===== src/rtl/cp0_irq_ctrl.sv =====
// rtl/cp0_irq_ctrl.sv - CP0 register file with edge-triggered interrupt capture, priority select and ERET
module cp0_irq_ctrl #(
    parameter int          NUM_IRQ    = 4,
    parameter int          VECTORED   = 0,
    parameter logic [31:0] VEC_STRIDE = 32'h20,
    parameter logic [31:0] EBASE_RST  = 32'h0000_0080
) (
    input  logic               clk,
    input  logic               rst,
    input  logic [1:0]         oper,
    input  logic [4:0]         addr_r,
    output logic [31:0]        data_r,
    input  logic [4:0]         addr_w,
    input  logic [31:0]        data_w,
    input  logic               ir_en,
    input  logic [NUM_IRQ-1:0] ir_in,
    input  logic [31:0]        ret_addr,
    output logic               jump_en,
    output logic [31:0]        jump_addr
);
    localparam logic [4:0] REG_STATUS = 5'd12;
    localparam logic [4:0] REG_CAUSE  = 5'd13;
    localparam logic [4:0] REG_EPC    = 5'd14;
    localparam logic [4:0] REG_EBASE  = 5'd15;
    localparam logic [1:0] OP_READ    = 2'b00;
    localparam logic [1:0] OP_STORE   = 2'b01;
    localparam logic [1:0] OP_ERET    = 2'b10;

    logic               ie;
    logic               exl;
    logic               eret;
    logic [NUM_IRQ-1:0] im;
    logic [NUM_IRQ-1:0] ip;
    logic [NUM_IRQ-1:0] ir_prev;
    logic [NUM_IRQ-1:0] pend;
    logic [NUM_IRQ-1:0] ip_clr;
    logic [NUM_IRQ-1:0] ip_next;
    logic [4:0]         code;
    logic [31:0]        epc;
    logic [31:0]        ebase;
    logic [31:0][31:0]  gen_reg;
    logic [2:0]         winner;
    logic               take;
    logic               store;
    logic [31:0]        status_val;
    logic [31:0]        cause_val;
    logic [31:0]        rd_val;

    assign store = (oper == OP_STORE);
    assign pend  = ip & im;

    // Scan from the top down so the lowest pending index is the last assignment.
    always_comb begin
        winner = '0;
        for (int i = NUM_IRQ - 1; i >= 0; i--) begin
            if (pend[i]) winner = 3'(i);
        end
    end

    // The eret cycle still has EXL set; gating on eret makes the suppression explicit.
    assign take    = ~rst & ~eret & ir_en & ie & ~exl & (|pend);
    assign jump_en = ~rst & (take | eret);

    always_comb begin
        if (eret)
            jump_addr = epc;
        else if (VECTORED != 0)
            jump_addr = ebase + 32'(winner) * VEC_STRIDE;
        else
            jump_addr = ebase;
    end

    always_comb begin
        status_val                = '0;
        status_val[0]             = ie;
        status_val[1]             = exl;
        status_val[8 +: NUM_IRQ]  = im;
        cause_val                 = '0;
        cause_val[8 +: NUM_IRQ]   = ip;
        cause_val[6:2]            = code;
        case (addr_r)
            REG_STATUS: rd_val = status_val;
            REG_CAUSE:  rd_val = cause_val;
            REG_EPC:    rd_val = epc;
            REG_EBASE:  rd_val = ebase;
            default:    rd_val = gen_reg[addr_r];
        endcase
    end

    // New edges are OR-ed in after the write-one-to-clear so a same-cycle set wins.
    assign ip_clr  = (store && addr_w == REG_CAUSE) ? data_w[8 +: NUM_IRQ] : '0;
    assign ip_next = (ip & ~ip_clr) | (ir_in & ~ir_prev);

    always_ff @(posedge clk) begin
        if (rst) begin
            ie      <= 1'b0;
            exl     <= 1'b0;
            im      <= '0;
            ip      <= '0;
            code    <= '0;
            epc     <= '0;
            ebase   <= EBASE_RST;
            eret    <= 1'b0;
            ir_prev <= '0;
            data_r  <= '0;
            gen_reg <= '0;
        end else begin
            ir_prev <= ir_in;
            eret    <= (oper == OP_ERET);
            ip      <= ip_next;
            if (oper == OP_READ) data_r <= rd_val;
            if (store) begin
                gen_reg[addr_w] <= data_w;
                if (addr_w == REG_STATUS) begin
                    ie  <= data_w[0];
                    exl <= data_w[1];
                    im  <= data_w[8 +: NUM_IRQ];
                end
                if (addr_w == REG_EPC)   epc   <= data_w;
                if (addr_w == REG_EBASE) ebase <= data_w;
            end
            // Later assignments override the software store for EXL and EPC.
            if (take) begin
                epc  <= ret_addr;
                exl  <= 1'b1;
                code <= {2'b00, winner};
            end
            if (eret) exl <= 1'b0;
        end
    end
endmodule


===== config.mk =====
export PLATFORM = sky130hd
export DESIGN_NAME = cp0_irq_ctrl
export DESIGN_NICKNAME = d
export VERILOG_FILES = /design/src/rtl/cp0_irq_ctrl.sv
export SDC_FILE = /design/constraint.sdc
export NUM_CORES = 2
export LEC_CHECK = 0
export ABC_AREA = 1
export BUFFER_PORTS_ARGS = -buffer_cell sky130_fd_sc_hd__clkbuf_2
export CAP_MARGIN = 20
export CORE_ASPECT_RATIO = 0.9
export CORE_MARGIN = 5
export CORE_UTILIZATION = 45
export CTS_CLUSTER_SIZE = 14
export DETAILED_ROUTE_END_ITERATION = 12
export PLACE_DENSITY = 0.68
export SETUP_SLACK_MARGIN = 0.5
export SYNTH_ARGS = -nofsm -noshare
export SYNTH_HDL_FRONTEND = slang
export SYNTH_SLANG_ARGS = --single-unit

===== constraint.sdc =====
create_clock -name clk -period 2.1 [get_ports clk]
set_clock_uncertainty 0.1 [all_clocks]
set_input_delay 0.525 -clock clk [delete_from_list [all_inputs] [get_ports clk]]
set_output_delay 0.525 -clock clk [all_outputs]
set_load 0.01 [all_outputs]

Word-level counts from Yosys, hierarchy flattened:

Index checks and enable logic that the tools add are counted.

* eq/ne operators: 10
* $lt $le $gt $ge: 3
* bitwise gates (word level): 16
* muxes and demuxes: 18
* reductions and logical operators: 12

Operator list (number)
* bitwise mux 1024 bit: 1
* two-way mux 32 bit: 6
* binary-select mux 32 bit (select 5 bit): 1
* demux 32 bit (select 5 bit): 1
* case mux 32 bit (4 select lines): 1
* == test 5 x 4 -> 1 bit, second input constant: 8
* bitwise AND 4 bit: 3
* < comparator 5 x 6 -> 1 bit, second input constant: 2
* two-way mux 3 bit: 3
* NOT 4 bit: 2
* AND reduction 2 bit: 4
* bitwise AND 1 bit: 6
* nonzero test 2 bit: 3
* greater-or-equal comparator 5 x 1 -> 1 bit, second input constant: 1
* two-way mux 4 bit: 1
* OR 4 bit: 1
* OR reduction 4 bit: 1
* two-way mux 1 bit: 3
* NOT 1 bit: 3
* == test 2 x 1 -> 1 bit, second input constant: 1
* == test 2 bit, second input constant: 1
* logical AND 1 bit: 2
* logical NOT 2 bit: 1
* two-way mux 2 bit: 1
* 2 further kinds: 2

* bits in registers: 1138
* word-level logic and storage cells: 101

Depth between registers and ports, before layout:

* depth after elaboration: 8
* gate-level depth with buffers: 14
* gate-level depth less buffers: 12

Worst setup path after synthesis:

No wires, ideal clock.

* path kind: input to output
* from: input port rst
* to: output port jump_en
* data required time: 1475 ps
* setup slack: -169 ps
* path buffers: 2
* arrival time: 1644 ps
* stages: 7
* cell sequence: buf_2 -> inv_2 -> nand2_1 -> nor3_1 -> o21ai_1 -> clkbuf_1 -> a21oi_1

* word-level cells in the longest chain between the ends: 8

Ends and longest elaborated chain
* from (decl): RTL line 9 `input logic rst,`
* NOT 1 bit (*): RTL line 61, 62
* bitwise AND 1 bit (5 in a row): RTL line 61 `assign take = ~rst & ~eret & ir_en & ie & ~exl & (|pend);`
* OR 1 bit: RTL line 62 `assign jump_en = ~rst & (take | eret);`
* bitwise AND 1 bit (*): RTL line 62
* to (decl): RTL line 18 `output logic jump_en,`

Mark *: on every way between the ends. The rest lies on a longest branch, timed or not.

Final worst setup path:

* from: register eret
* to: output port jump_en

* word-level cells in the longest chain between the ends: 8

Ends and longest elaborated chain
* from (decl): RTL line 31 `logic eret;`
* from (signal assigned): RTL line 109 `eret <= (oper == OP_ERET);`
* NOT 1 bit: RTL line 61
* bitwise AND 1 bit (5 in a row): RTL line 61
* OR 1 bit (*): RTL line 62
* bitwise AND 1 bit (*): RTL line 62

Marked as above.

==> flow_summary.ini <==
[critical_path]
crit_arrival_ns = 1.79
worstSetupPathType = flop to primary output
r2r_end = epc[3]$_SDFFE_PP0P_
path_max_fanout = 3
cp-start-kind = flop
ff2ff_setup_slack_ns = 0.07
crit-reg2reg-launch = eret$_SDFF_PP0_
cp.required_ns = 1.47
worst_setup_path_end_kind = primary output
reg2reg_depth = 13

[floorplanning]
ios = 148
rows = 107
chipWidth_um = 336.7
start_util_pct = 45.53
die-area_um2 = 102300
design.core.area_um2 = 94920
die_h_um = 304.0

[run_status]
status = finished with violations
violations = negative setup slack

[yosys]
synth_top_area_share_pct = 46.74
synthMuxAreaShare_pct = 0
synthDistinctLibCells = 24
synth_compound_area_share_pct = 22.98
synthXorXnorAreaFrac_pct = 0
synth.largest_area_cell = dfxtp_1
netlist_instances = 6256
synth_fa_ha_area_share_pct = 0
synth_nets = 6339
syn_avg_cell_area_um2 = 6.908
synth_area_leaders = dfxtp_1 (47%), nand2_1 (13%), o21ai_0 (11%)
ys_ff_latch = 1009
ys_seq_area_share_pct = 46.74
yosys_warnings = 0
synth_top_family_by_area = compound AO/OA/AOI/OAI gates
yosys.area_share.simple_pct = 22.37
synth_area_um2 = 43210

[routing]
dr.pass1.iters = 8
drc = 0
wl_um = 165200
ant_nets = 0
vias = 44680
drt_iter0_drc = 5835
vias_per_cell = 5.788
wl_per_cell_um = 21.40

[place]
place_area_um2 = 48160
dp_hpwl_um = 107100
io_buffers = 147
gp_congestion = 0.9306
place_ws_ns = -0.3827

[clocking]
cts_buffers = 98
cts.sinks = 1009
cts_tree = yes
clk_pin_slew_worst_paths_ns = 0.07
clockBufferDepth = 3
root_buffer = clkbuf_16
cts_htree_levels = 3
clock_latency_ns = 0.68

[timing]
min_period_ns = 2.417
fin_setup_tns_ns = -5.713
worst_slack_ns = -0.3167
hold_viol = 0
grt_setup_unrepaired = yes
finalSetupViolCount = 33
slew_headroom_pct = 50.93
final.period_utilization_pct = 115.1
fmax_mhz = 413.8
worst_pin_slew_ns = 0.7361
slew_viol_final = 0

[global_route]
antenna_found_initial = 5
grt_pass1_wl_um = 243000
grt_max_degree = 125
grt_pass1_vias = 40080
track_usage_pct = 29.94
overflow = 0

[cells_and_area]
drive_gt1_share_pct = 16.49
finalInstanceArea_um2 = 53730
largest_register_ff_count = 896
final_net_count = 6474
fin_util_pct = 56.61
syn2layout_area_growth_pct = 24.34

[power]
leakage_nw = 21.42
peakVddDrop_v = 0.0006997
p_per_area_nw_per_um2 = 764.8

[hold_path]
holdCritStartpoint = ret_addr[5]
min_path_cells = 3
holdPathEnd = epc[5]$_SDFFE_PP0P_
holdCritPathClass = primary input to flop

[job]
drv_cap = 0
## power by group
group,total (mW),internal [mW],switching [mW]
Combinational,3.36,1.09,2.27
Sequential,19.4,19.3,0.126
Clock,18.3,10.6,7.73
## critical path: stages (launching register included)
cell     delay, ns
dfxtp_4       0.37
inv_4         0.07
nand2_4       0.05
nor3_4        0.23
o21ai_4       0.13
a21oi_4       0.15
buf_6         0.12
## worst max path at each step
stage | startpoint | endpoint | slack, ns | cells after the start
3_3_place_gp | addr_r[1] | data_r[11]$_SDFFE_PP0N_ | -0.37 | 14
6_report | eret$_SDFF_PP0_ | jump_en | -0.32 | 6
5_1_grt | eret$_SDFF_PP0_ | jump_en | -0.35 | 6
2_1_floorplan | rst | jump_en | 0.11 | 7
3_5_place_dp | addr_r[1] | data_r[11]$_SDFFE_PP0N_ | -0.38 | 14
4_1_cts | eret$_SDFF_PP0_ | jump_en | -0.31 | 6
## metal layers
metal	global-route usage, %	wire (um)	vias up
met5	0	46	-
met2	45.38	70920	2431
met3	5.489	18090	396
met1	42.75	68860	20990
met4	10.71	7292	6
li1	-	-	20850
## Yosys cell counts
cell and instances:
inv_2 15, nor3_1 10, clkbuf_1 448, nand3_1 273, nand2_1 1551, a21oi_1 885, buf_1 37, nor3_4 1
o21ai_1 78, nor3_2 3, nor2_1 490, o21ai_0 934, buf_2 95, clkinv_1 2, a22oi_1 43, a221oi_1 3
nand3b_1 5, a211oi_1 1, a31oi_1 1, inv_1 281, dfxtp_1 1009, o211ai_1 10, nand4_1 73, nor2_2 8
## layout make-up
| cell class | instances | area [um2] |
|---|---|---|
| Antenna cell | 2 | 5.005 |
| Clock inverter | 33 | 414.1 |
| Fill cell | 8550 | 41190 |
| Sequential cell | 1009 | 20300 |
| Tap cell | 1253 | 1568 |
| Multi-Input combinational cell | 4369 | 20730 |
| Clock buffer | 140 | 2873 |
| Timing Repair Buffer | 615 | 6638 |
| Inverter | 298 | 1204 |
## cell families (layout without fill, tap and decap cells)
family          Yosys count  in the layout
simple gates           2414           2414
compound gates         1955           1955
flops                  1009           1009
buf+inv                 878           1086
other cells               0              2
## stage by stage
stage	power, mW	instances	hold WS (ns)
CTS	40.83	7670	0.003521
global placement	22.73	7489	0.3328
detailed placement	22.74	7489	0.3371
floorplan	21.32	6256	0.3244
finish	41.10	7719	0.02119
global route	42.10	7717	0.02619
## placed cells by master, fill, tap and decap left out, types with 76 or more instances in the layout
master	n
o21ai_0	837
nand3_1	258
nor2_1	465
dfxtp_1	971
nand2_1	1480
buf_4	302
inv_1	271
clkbuf_16	117
a21oi_1	837
buf_12	108
o21ai_1	136
clkbuf_2	76
## repair_timing
item | 4_1_cts | 5_1_grt
setup buffers | 1 | 28
endpoints found under the hold margin | 4 | 0
gates cloned | 3 | 19
pin swaps | 15 | 118
gates resized for setup | 165 | 340
endpoints found under the setup margin | 129 | 181
hold buffers | 4 | 0
Note: power is estimated with default switching activity, not from simulation.
